--- src/rtl/ysyx_idu_ibuf.sv ---
// Instruction buffer between fetch and decode: a small circular FIFO plus a RUN/HOLD sequencer.
// After a serializing head (SYSTEM, FENCE.I, C.EBREAK, fetch trap) issues, decode waits for retire.
`ifndef YSYX_XLEN
`define YSYX_XLEN 32
`endif

module ysyx_idu_ibuf #(
    parameter int unsigned DEPTH = 4,
    parameter int unsigned XLEN  = `YSYX_XLEN
) (
    input  logic                    clock,
    input  logic                    reset,
    input  logic                    flush_pipe,
    input  logic                    serial_done,
    input  logic                    in_valid,
    output logic                    in_ready,
    input  logic [31:0]             in_inst,
    input  logic [XLEN-1:0]         in_pc,
    input  logic [XLEN-1:0]         in_pnpc,
    input  logic                    in_trap,
    input  logic [XLEN-1:0]         in_cause,
    output logic                    out_valid,
    input  logic                    out_ready,
    output logic [31:0]             out_inst,
    output logic [XLEN-1:0]         out_pc,
    output logic [XLEN-1:0]         out_pnpc,
    output logic                    out_trap,
    output logic [XLEN-1:0]         out_cause,
    output logic [$clog2(DEPTH):0]  out_count,
    output logic [31:0]             serial_stall_cnt
);

    localparam int unsigned AW = $clog2(DEPTH);
    localparam logic [AW:0] CntFull = (AW+1)'(DEPTH);

    typedef enum logic [0:0] {StRun, StHold} state_e;

    state_e          r_state;
    state_e          w_state_next;
    logic [AW:0]     r_rptr;
    logic [AW:0]     r_wptr;
    logic [AW:0]     w_count;
    logic [31:0]     r_stall;
    logic            w_full;
    logic            w_empty;
    logic            w_enq;
    logic            w_deq;
    logic            w_serial;

    logic [31:0]     r_inst  [DEPTH];
    logic [XLEN-1:0] r_pc    [DEPTH];
    logic [XLEN-1:0] r_pnpc  [DEPTH];
    logic            r_trap  [DEPTH];
    logic [XLEN-1:0] r_cause [DEPTH];

    // Pointers carry a wrap bit, so the plain difference is the occupancy.
    assign w_count   = r_wptr - r_rptr;
    assign w_full    = (w_count == CntFull);
    assign w_empty   = (w_count == '0);
    assign in_ready  = !w_full && !flush_pipe;
    assign out_valid = !w_empty && (r_state == StRun) && !flush_pipe;
    assign w_enq     = in_valid && in_ready;
    assign w_deq     = out_valid && out_ready;

    assign out_inst  = r_inst[r_rptr[AW-1:0]];
    assign out_pc    = r_pc[r_rptr[AW-1:0]];
    assign out_pnpc  = r_pnpc[r_rptr[AW-1:0]];
    assign out_trap  = r_trap[r_rptr[AW-1:0]];
    assign out_cause = r_cause[r_rptr[AW-1:0]];
    assign out_count = w_count;
    assign serial_stall_cnt = r_stall;

    assign w_serial = (out_inst[6:0] == 7'b1110011)
                    || (out_inst[6:0] == 7'b0001111 && out_inst[14:12] == 3'b001)
                    || (out_inst[15:0] == 16'h9002)
                    || out_trap;

    always_ff @(posedge clock) begin
        if (w_enq) begin
            r_inst[r_wptr[AW-1:0]]  <= in_inst;
            r_pc[r_wptr[AW-1:0]]    <= in_pc;
            r_pnpc[r_wptr[AW-1:0]]  <= in_pnpc;
            r_trap[r_wptr[AW-1:0]]  <= in_trap;
            r_cause[r_wptr[AW-1:0]] <= in_cause;
        end
    end

    always_ff @(posedge clock or posedge reset) begin
        if (reset) begin
            r_rptr <= '0;
            r_wptr <= '0;
        end else if (flush_pipe) begin
            r_rptr <= '0;
            r_wptr <= '0;
        end else begin
            if (w_enq) r_wptr <= r_wptr + 1'b1;
            if (w_deq) r_rptr <= r_rptr + 1'b1;
        end
    end

    always_comb begin
        w_state_next = r_state;
        if (flush_pipe) begin
            w_state_next = StRun;
        end else begin
            unique case (r_state)
                StRun:   if (w_deq && w_serial) w_state_next = StHold;
                StHold:  if (serial_done) w_state_next = StRun;
                default: w_state_next = StRun;
            endcase
        end
    end

    always_ff @(posedge clock or posedge reset) begin
        if (reset) begin
            r_state <= StRun;
        end else begin
            r_state <= w_state_next;
        end
    end

    // Stall counter survives flushes; only reset clears it.
    always_ff @(posedge clock or posedge reset) begin
        if (reset) begin
            r_stall <= '0;
        end else if (r_state == StHold && r_stall != 32'hFFFF_FFFF) begin
            r_stall <= r_stall + 32'd1;
        end
    end

endmodule

--- config.mk ---
export PLATFORM = sky130hd
export DESIGN_NAME = ysyx_idu_ibuf
export DESIGN_NICKNAME = d
export VERILOG_FILES = /design/src/rtl/ysyx_idu_ibuf.sv
export SDC_FILE = /design/constraint.sdc
export NUM_CORES = 1
export LEC_CHECK = 0
export ABC_AREA = 0
export CAP_MARGIN = 20
export CORE_MARGIN = 5
export CORE_UTILIZATION = 46
export CTS_CLUSTER_DIAMETER = 120
export DETAILED_ROUTE_END_ITERATION = 12
export PLACE_DENSITY = 0.79
export SYNTH_ARGS = -nofsm -noshare
export SYNTH_HDL_FRONTEND = slang
export SYNTH_SLANG_ARGS = --single-unit
--- constraint.sdc ---
create_clock -name clock -period 6.95 [get_ports clock]
set_input_delay 1.39 -clock clock [delete_from_list [all_inputs] [get_ports clock]]
set_output_delay 1.39 -clock clock [all_outputs]
set_load 0.005 [all_outputs]
==> metrics.cfg <==
[clock_tree]
cts_sinks=555
clockBufferDepth=3
cts_buffers=54
cts_tree=done
cts_max_level=2
clk_pin_slew_worst_paths_ps=60
holdBufCountCts=0
cts_setup_buffers=0
cts_resized=0
clock_latency_ps=600
root_buffer=clkbuf_16

[power]
leakagePower_nw=8.39
power.density_nw_per_um2=352
ir_drop_mv=0.233

[yosys]
synth_nets=1022
ys_seq_area_frac=0.797
synth-seq-cells=555
synth_edf_count=516
synthFlopType=edfxtp_1
synthCells=879
ys_types=39
synthArstFlopShare=0.0703
synth_area_um2=20700
syn_area_per_cell_um2=23.5
yosys_warnings=0

[worst_setup_path]
worstPathArrival_ps=3500
path_max_fanout=66
cp-startpoint=r_rptr[1]$_DFFE_PP0P_
reg2reg_from=r_rptr[1]$_DFFE_PP0P_
end_kind=primary output
cp-start-kind=register
worstSetupPathType=register to primary output
required_ps=5560

[cells_and_area]
nets=1355
syn_to_final_growth_pct=26.5
fillers=3153
fin_util=0.590
multi_input_area_um2=4000
drive_above_1_share=0.172
ff_latch_area_um2=16500

[global_routing]
grt_max_degree=82
grt_pass1_vias=10500
grt_antenna_before_repair=7
grt-ovfl-total=0
grt_pass1_wl_mm=64.0
grt_util_all_layers=0.168

[timing]
setup_viol=0
hold_violations=0
period_minus_slack_ps=4890
finalClockSkew_ps=25.6
slew_violations=0
rsz0062_at_grt=false
relSlewSlack=0.323
worst_pin_slew_ps=1020
setup_tns_ps=0
min_period_over_period=0.703
timing.hold.ws_ps=487
fmax_mhz=205

[floorplan]
start_util=0.466
die_area_um2=49300
core-area_um2=44300
die_h_um=222
die_w_um=222
io_pins=301
rows=77

[route]
drt_iter0_drc=659
wl_per_cell_um=22.5
first_pass_iters=4
drt-total-wl_mm=41.7
vias=9925
drc=0
via_per_inst=5.37
ant_nets=0

[placement]
post-dp-hpwl_mm=26.0
io_buffers=300
gp_congestion=0.883

[min_path]
hold_class=register to register
min_from=serial_stall_cnt[19]$_DFFE_PP0P_

[run_status]
outcome=completed

[job]
maxCapViolations=0

[path summary, 6_finish.rpt]
| path | end | slack [ps] | cells past startpoint |
|---|---|---|---|
| worst max register to register | r_wptr[2]$_DFFE_PP0P_ | 2840 | 7 |
| worst min-delay path | serial_stall_cnt[19]$_DFFE_PP0P_ | 490 | 1 |
| min in group asynchronous | serial_stall_cnt[3]$_DFFE_PP0P_ | 1240 | 3 |
| worst max-delay path | out_inst[1] | 2060 | 3 |
| worst min register to register | serial_stall_cnt[19]$_DFFE_PP0P_ | 490 | 1 |
| max in group asynchronous | r_rptr[0]$_DFFE_PP0P_ | 5330 | 3 |
[cell usage after synthesis (3+ instances only)]
cell type  instances  area [µm²]
buf_2             16        80.1
edfxtp_1         516       15500
nand4_1           11        68.8
mux4_1             7         184
nor2_1            12        45.0
and3_1            11        68.8
inv_1             10        37.5
and4_1             6        52.6
a21oi_1            4        20.0
dfrtp_1           39         976
nand2_1           18        67.6
ha_1               7        87.6
buf_1              8        30.0
nor3_1             4        20.0
a31oi_1            3        18.8
mux4_2           122        2750
xnor2_1           28         245
nand3_1           17        85.1
xor2_1             4        35.0
clkbuf_1           5        18.8
and2_1             8        50.1
[critical path, stage by stage, from the launching register on]
cell and delay, ps:
dfrtp_4 1040, buf_4 700, mux4_1 500, clkdlybuf4s50_1 500
[state kept, by name, summed over array words and instances (netlist names)]
name              count
r_cause             128
r_inst              128
r_pc                128
r_pnpc              128
r_rptr                3
r_state               1
r_trap                4
r_wptr                3
serial_stall_cnt     32
[power by group]
group,internal [mW],switching (mW)
clock network,1.68,1.17
logic,1.35,0.925
registers,3.93,0.136
[per-stage QoR]
stage | setup slack [ps] | std cells | cell area, µm² | power [mW]
floorplan | 1440 | 879 | 20700 | 5.26
global placement | 2560 | 1748 | 24400 | 6.42
detailed placement | 2560 | 1748 | 24400 | 6.45
CTS | 2020 | 1844 | 26100 | 9.33
global route | 1910 | 1846 | 26100 | 9.62
finish | 2060 | 1849 | 26200 | 9.20
[per-layer routing]
metal | up-vias | global-route usage | share of wire
met4 | 6 | 0.0569 | 0.027
met2 | 304 | 0.275 | 0.50
li1 | 4368 | - | -
met1 | 5171 | 0.216 | 0.40
met3 | 76 | 0.0540 | 0.075
met5 | - | 0 | 0.00091
[final cells by class]
class,count,area share
Inverter,10,0.00144
Multi-Input combinational cell,282,0.153
Antenna cell,5,0.000478
Timing Repair Buffer,309,0.120
Clock inverter,27,0.0118
Clock buffer,69,0.0550
Sequential cell,555,0.630
Tap cell,592,0.0283
[placed cells by master, fill, tap and decap left out, drive strengths merged, types with 2 or more instances in the layout]
| cell type | n |
|---|---|
| nor4 | 2 |
| clkdlybuf4s50 | 300 |
| diode | 5 |
| nand2 | 18 |
| nor3 | 5 |
| edfxtp | 516 |
| a31oi | 3 |
| xor2 | 4 |
| and2 | 8 |
| mux4 | 129 |
| nor4b | 2 |
| inv | 11 |
| a311oi | 2 |
| clkbuf | 69 |
| mux2 | 2 |
| clkinv | 17 |
| and4 | 6 |
| dfrtp | 39 |
| nand3 | 17 |
| nand2b | 2 |
| clkinvlp | 3 |
| nand4 | 11 |
| bufinv | 6 |
| buf | 9 |
| a21oi | 4 |
| nor2 | 12 |
| xnor2 | 28 |
| and3 | 11 |
| ha | 7 |
[cell families (layout without fill, tap and decap cells)]
kind of cell,count (synthesis),after routing,synth area share
xor+xnor,33,33,0.0147
other cells,0,5,0
flops,555,555,0.797
fa+ha+maj,8,8,0.00521
simple gates,95,95,0.0250
compound gates,14,14,0.00484
mux,132,132,0.143
buf+inv,42,415,0.0101
Note: power is estimated with default switching activity, not from simulation.
